==> config.mk <==
export PLATFORM = sky130hd
export DESIGN_NAME = garage_door_position_sensor
export DESIGN_NICKNAME = d
export VERILOG_FILES = /design/src/rtl/garage_door_position_sensor.sv
export SDC_FILE = /design/constraint.sdc
export NUM_CORES = 1
export LEC_CHECK = 0
export BUFFER_PORTS_ARGS = -buffer_cell sky130_fd_sc_hd__buf_2
export CAP_MARGIN = 20
export CORE_MARGIN = 2
export CORE_UTILIZATION = 49
export DETAILED_ROUTE_END_ITERATION = 7
export HOLD_SLACK_MARGIN = 0.1
export PLACE_DENSITY = 0.8
export SLEW_MARGIN = 20
export SYNTH_ARGS = -nofsm -noshare
export SYNTH_HDL_FRONTEND = slang
export SYNTH_SLANG_ARGS = --single-unit
==> constraint.sdc <==
create_clock -name CLK -period 1.75 [get_ports CLK]
set_input_delay 0.4375 -clock CLK [delete_from_list [all_inputs] [get_ports CLK]]
set_output_delay 0.4375 -clock CLK [all_outputs]
set_load 0.05 [all_outputs]
==> src/rtl/garage_door_position_sensor.sv <==
// -----------------------------------------------------------------------------
// garage_door_position_sensor
//
// Plant model of a garage door. It consumes the controller's motor commands
// and produces the limit-switch signals the controller expects. Door position
// is tracked as a step count advanced by a prescaler while the motor runs.
// Illegal motor commands (both directions at once) latch a fault.
//
// Ports:
//   CLK        in   system clock, rising edge
//   RST        in   asynchronous, active-high reset
//   UP_M       in   open-motor command
//   DN_M       in   close-motor command
//   UP_Max     out  door fully open (Position == TRAVEL_STEPS)
//   DN_Max     out  door fully closed (Position == 0)
//   Position   out  current door position, 0 = closed
//   Moving     out  door is opening or closing
//   Fault      out  illegal command seen; held until RST
//   state_dbg  out  raw FSM state (0 IDLE, 1 OPENING, 2 CLOSING, 3 FAULT)
//
// Handshake: none. UP_M/DN_M are level commands sampled every rising edge;
// outputs are levels valid after the edge that updates them.
// -----------------------------------------------------------------------------
module garage_door_position_sensor #(
  parameter int TRAVEL_STEPS = 100,
  parameter int STEP_DIV     = 4,
  parameter int POS_W        = 8,
  parameter bit INIT_CLOSED  = 1'b1
) (
  input  logic             CLK,
  input  logic             RST,
  input  logic             UP_M,
  input  logic             DN_M,
  output logic             UP_Max,
  output logic             DN_Max,
  output logic [POS_W-1:0] Position,
  output logic             Moving,
  output logic             Fault,
  output logic [1:0]       state_dbg
);

  // Prescaler needs at least one bit even when STEP_DIV == 1.
  localparam int PW = (STEP_DIV > 1) ? $clog2(STEP_DIV) : 1;

  localparam logic [POS_W-1:0] POS_TOP   = POS_W'(TRAVEL_STEPS);
  localparam logic [POS_W-1:0] POS_RESET = INIT_CLOSED ? '0 : POS_TOP;
  localparam logic [PW-1:0]    PRE_LAST  = PW'(STEP_DIV - 1);

  typedef enum logic [1:0] {
    IDLE    = 2'd0,
    OPENING = 2'd1,
    CLOSING = 2'd2,
    FAULT   = 2'd3
  } state_t;

  state_t          state;
  logic [PW-1:0]   presc;
  logic [POS_W-1:0] pos;

  // Limit switches decode the position register only.
  assign UP_Max    = (pos == POS_TOP);
  assign DN_Max    = (pos == '0);
  assign Position  = pos;
  assign Moving    = (state == OPENING) || (state == CLOSING);
  assign Fault     = (state == FAULT);
  assign state_dbg = state;

  always_ff @(posedge CLK or posedge RST) begin
    if (RST) begin
      state <= IDLE;
      presc <= '0;
      pos   <= POS_RESET;
    end else begin
      case (state)
        IDLE: begin
          presc <= '0;
          if (UP_M && DN_M) begin
            state <= FAULT;
          end else if (UP_M && !UP_Max) begin
            state <= OPENING;
          end else if (DN_M && !DN_Max) begin
            state <= CLOSING;
          end
        end

        OPENING: begin
          // Fault check wins over a step due on this same edge.
          if (UP_M && DN_M) begin
            state <= FAULT;
          end else if (!UP_M) begin
            // Stop or reversal: position holds, partial progress dropped.
            state <= IDLE;
            presc <= '0;
          end else if (presc == PRE_LAST) begin
            pos   <= pos + 1'b1;
            presc <= '0;
            if (pos + 1'b1 == POS_TOP) state <= IDLE;
          end else begin
            presc <= presc + 1'b1;
          end
        end

        CLOSING: begin
          if (UP_M && DN_M) begin
            state <= FAULT;
          end else if (!DN_M) begin
            state <= IDLE;
            presc <= '0;
          end else if (presc == PRE_LAST) begin
            pos   <= pos - 1'b1;
            presc <= '0;
            if (pos == POS_W'(1)) state <= IDLE;
          end else begin
            presc <= presc + 1'b1;
          end
        end

        // Latched until reset; position frozen, inputs ignored.
        FAULT: state <= FAULT;

        default: state <= FAULT;
      endcase
    end
  end

endmodule
==> impl_metrics.env <==
export IMPL_status="finished, violations left"
export IMPL_violations="DRC, setup timing"
export IMPL_layout_nets=178
export IMPL_grt_max_degree=13
export IMPL_max_freq_mhz=475
export IMPL_rsz0062_at_grt="true"
export IMPL_overflow=0
export IMPL_wirelength_met1_mm=1.19
export IMPL_fillers=119
export IMPL_clk_path_buf_depth=2
export IMPL_yosysTopAreaCell="dfrtp_1"
export IMPL_yosys_most_used_dff="dfrtp_1"
export IMPL_period_share_pct=120
export IMPL_synth_top_cell_area_share_pct=30.5
export IMPL_cts_root_buf="clkbuf_4"
export IMPL_setup_viol=6
export IMPL_numCtsBuffers=3
export IMPL_wl_met2_mm=1.79
export IMPL_boundaryPins=18
export IMPL_worstSkewPairLatency_ps=290
export IMPL_critical_path_class="reg2out"
export IMPL_crit_fanout=4
export IMPL_fin_skew_ps=2.03
export IMPL_drt_total_wl_mm=3.52
export IMPL_cts_sink_count=12
export IMPL_async_flop_share_pct=100
export IMPL_dp_cells=176
export IMPL_hold_class="in2async"
export IMPL_die_h_um=48.8
export IMPL_register_area_um2=310
export IMPL_wl_met3_um=229
export IMPL_slew_headroom_pct=66.5
export IMPL_cts_tree="done"
export IMPL_peakVddDrop_mv=0.964
export IMPL_synth_avg_cell_area_um2=9.12
export IMPL_synth_area_top_cells="dfrtp_1 30%, ha_1 14%, xnor2_1 7.1%, nand2_1 5.7%, o21ai_0 4.1%"
export IMPL_end_kind="output port"
export IMPL_drt_iter0_markers=28
export IMPL_cp_data_arrival_time_ps=1670
export IMPL_ys_types=36
export IMPL_dp_slack_ps=-246
export IMPL_rr_endpoint="state_dbg[0]"
export IMPL_stdcell_count=189
export IMPL_portBuffers=17
export IMPL_hpwlAfterDp_mm=1.98
export IMPL_dieArea_um2=2380
export IMPL_tightest_slew_ps=502
export IMPL_grt_antenna_before_repair=0
export IMPL_syn_inst=108
export IMPL_cts_max_level=1
export IMPL_clk_pin_slew_ps=80
export IMPL_ctsHoldBuffers=0
export IMPL_drtPass1Iterations=6
export IMPL_drive_gt1_share_pct=53.7
export IMPL_ys_top_cells_by_count="15 x nand2_1, 12 x dfrtp_1, 11 x ha_1, 10 x inv_1"
export IMPL_grt_pass1_vias=1078
export IMPL_cellLeakagePower_uw=0.000716
export IMPL_period_minus_slack_ps=2100
export IMPL_syn_area_um2=985
export IMPL_ys_warn_count=0
export IMPL_detail_route_antenna_nets=0
export IMPL_synth_edf_count=0
export IMPL_grt_pass1_wl_mm=4.93
export IMPL_cp_start_kind="flop"
export IMPL_maxCapViolCount=0
export IMPL_setup_ws_ps=-354
export IMPL_gp_congestion=0.890
export IMPL_vias=1106
export IMPL_area_growth_pct=61.6
export IMPL_hold_violations=0
export IMPL_routed_top_layer="met4"
export IMPL_power_density_nw_per_um2=1150
export IMPL_initial_core_util_pct=51.2
export IMPL_avgViaCountPerCell=5.85
export IMPL_yosysMostFrequentCell="nand2_1"
export IMPL_multiInputGateArea_um2=744
export IMPL_required_ps=1310
export IMPL_die_width_um=48.8
export IMPL_syn_nets=123
export IMPL_slew_viol_final=0
export IMPL_timing_rr_start="Position[5]"
export IMPL_wl_per_cell_um=18.6
export IMPL_grt_usage_pct=27.8
export IMPL_std_cell_rows=16
export IMPL_r2r_setup_slack_ps=-350
export IMPL_ff2ff_path_depth=6
export IMPL_floorplan_core_area_um2=1920
export IMPL_seq_area_frac_synth_pct=30.5
export IMPL_drc=2
export IMPL_yosys_register_bits=12
export IMPL_holdWs_ps=173
export IMPL_insertedDiodeCount=0
-- flip-flops by register name, summed over array words and instances (netlist names) --
signal,count
Position,8
presc,2
state_dbg,2
-- through the flow --
step	cell area, um2	utilization (%)	power [uW]	TNS (ps)
after floorplan	1010	-	966	-4370
after global placement	1300	67.7	1210	-468
after detailed placement	1300	67.7	1240	-992
after CTS	1460	75.9	1610	-1110
after global routing	1590	82.8	1910	-1580
final	1590	82.8	1830	-1370
-- worst max path at each step --
stage                 from  slack, ps            to  cells past startpoint
2_1_floorplan  Position[3]       -710  state_dbg[0]                      6
3_3_place_gp   Position[0]       -130  state_dbg[0]                      7
3_5_place_dp   Position[5]       -250  state_dbg[0]                      4
4_1_cts        Position[0]       -300        UP_Max                      6
5_1_grt        Position[5]       -360        DN_Max                      3
6_report       Position[5]       -350        DN_Max                      3
-- cells in the final DEF (no fill, tap or decap), types with 2 or more instances in the layout --
cell type  synthesis  layout
buf_4              0      31
inv_1             10       7
ha_4               0       5
nor2_1             3       3
o31ai_1            2       2
o21ai_0            8       4
nor3_1             5       5
inv_2              0       2
xnor2_1            8       8
clkbuf_4           0       3
nand2_1           15      15
o21ai_1            1       4
buf_6              1       7
buf_2              0      13
dfrtp_2            0       8
ha_1              11       5
nand3b_1           2       2
buf_8              0       2
o22ai_1            3       3
nand3_1            3       3
dfrtp_1           12       4
-- kinds of logic (layout without fill, tap and decap cells) --
group	count (synthesis)	count (layout)	share of synthesized area, %
AND/OR/NAND/NOR	38	38	21.0
AO/OA/AOI/OAI	22	22	15.9
XOR/XNOR	9	9	8.01
multiplexers	2	2	2.54
flip-flops	12	12	30.5
adder cells (fa/ha/maj)	11	11	14.0
buffers and inverters	14	68	8.13
-- worst max-delay path: stages, from the launching register on --
cell     delay (ps)
dfrtp_2         400
or4_4           590
nor3_4          200
buf_6           190
-- final cells by class --
type,instances,share of cell area [%]
clock buffers,4,2.28
inverters,10,2.52
multi-input cells,82,46.8
flip-flops and latches,12,19.5
well taps,27,2.12
repair buffers,54,26.8
-- metal layers --
layer / vias to the layer above / track usage, %
met4: 0 / 26.7
met2: 75 / 46.1
met5: - / 0
li1: 491 / -
met1: 512 / 29.6
met3: 28 / 4.60
-- repair_timing --
item,4_1_cts,5_1_grt
resized for setup,20,21
setup endpoints to repair,13,14
setup buffers,4,6
pin swaps,6,7
-- where the power goes --
group          total, uW  switching, uW  internal (uW)
clock network        231            104            127
logic               1250            687            565
registers            345           29.7            315
No activity file was read; power rests on OpenSTA's default activity.
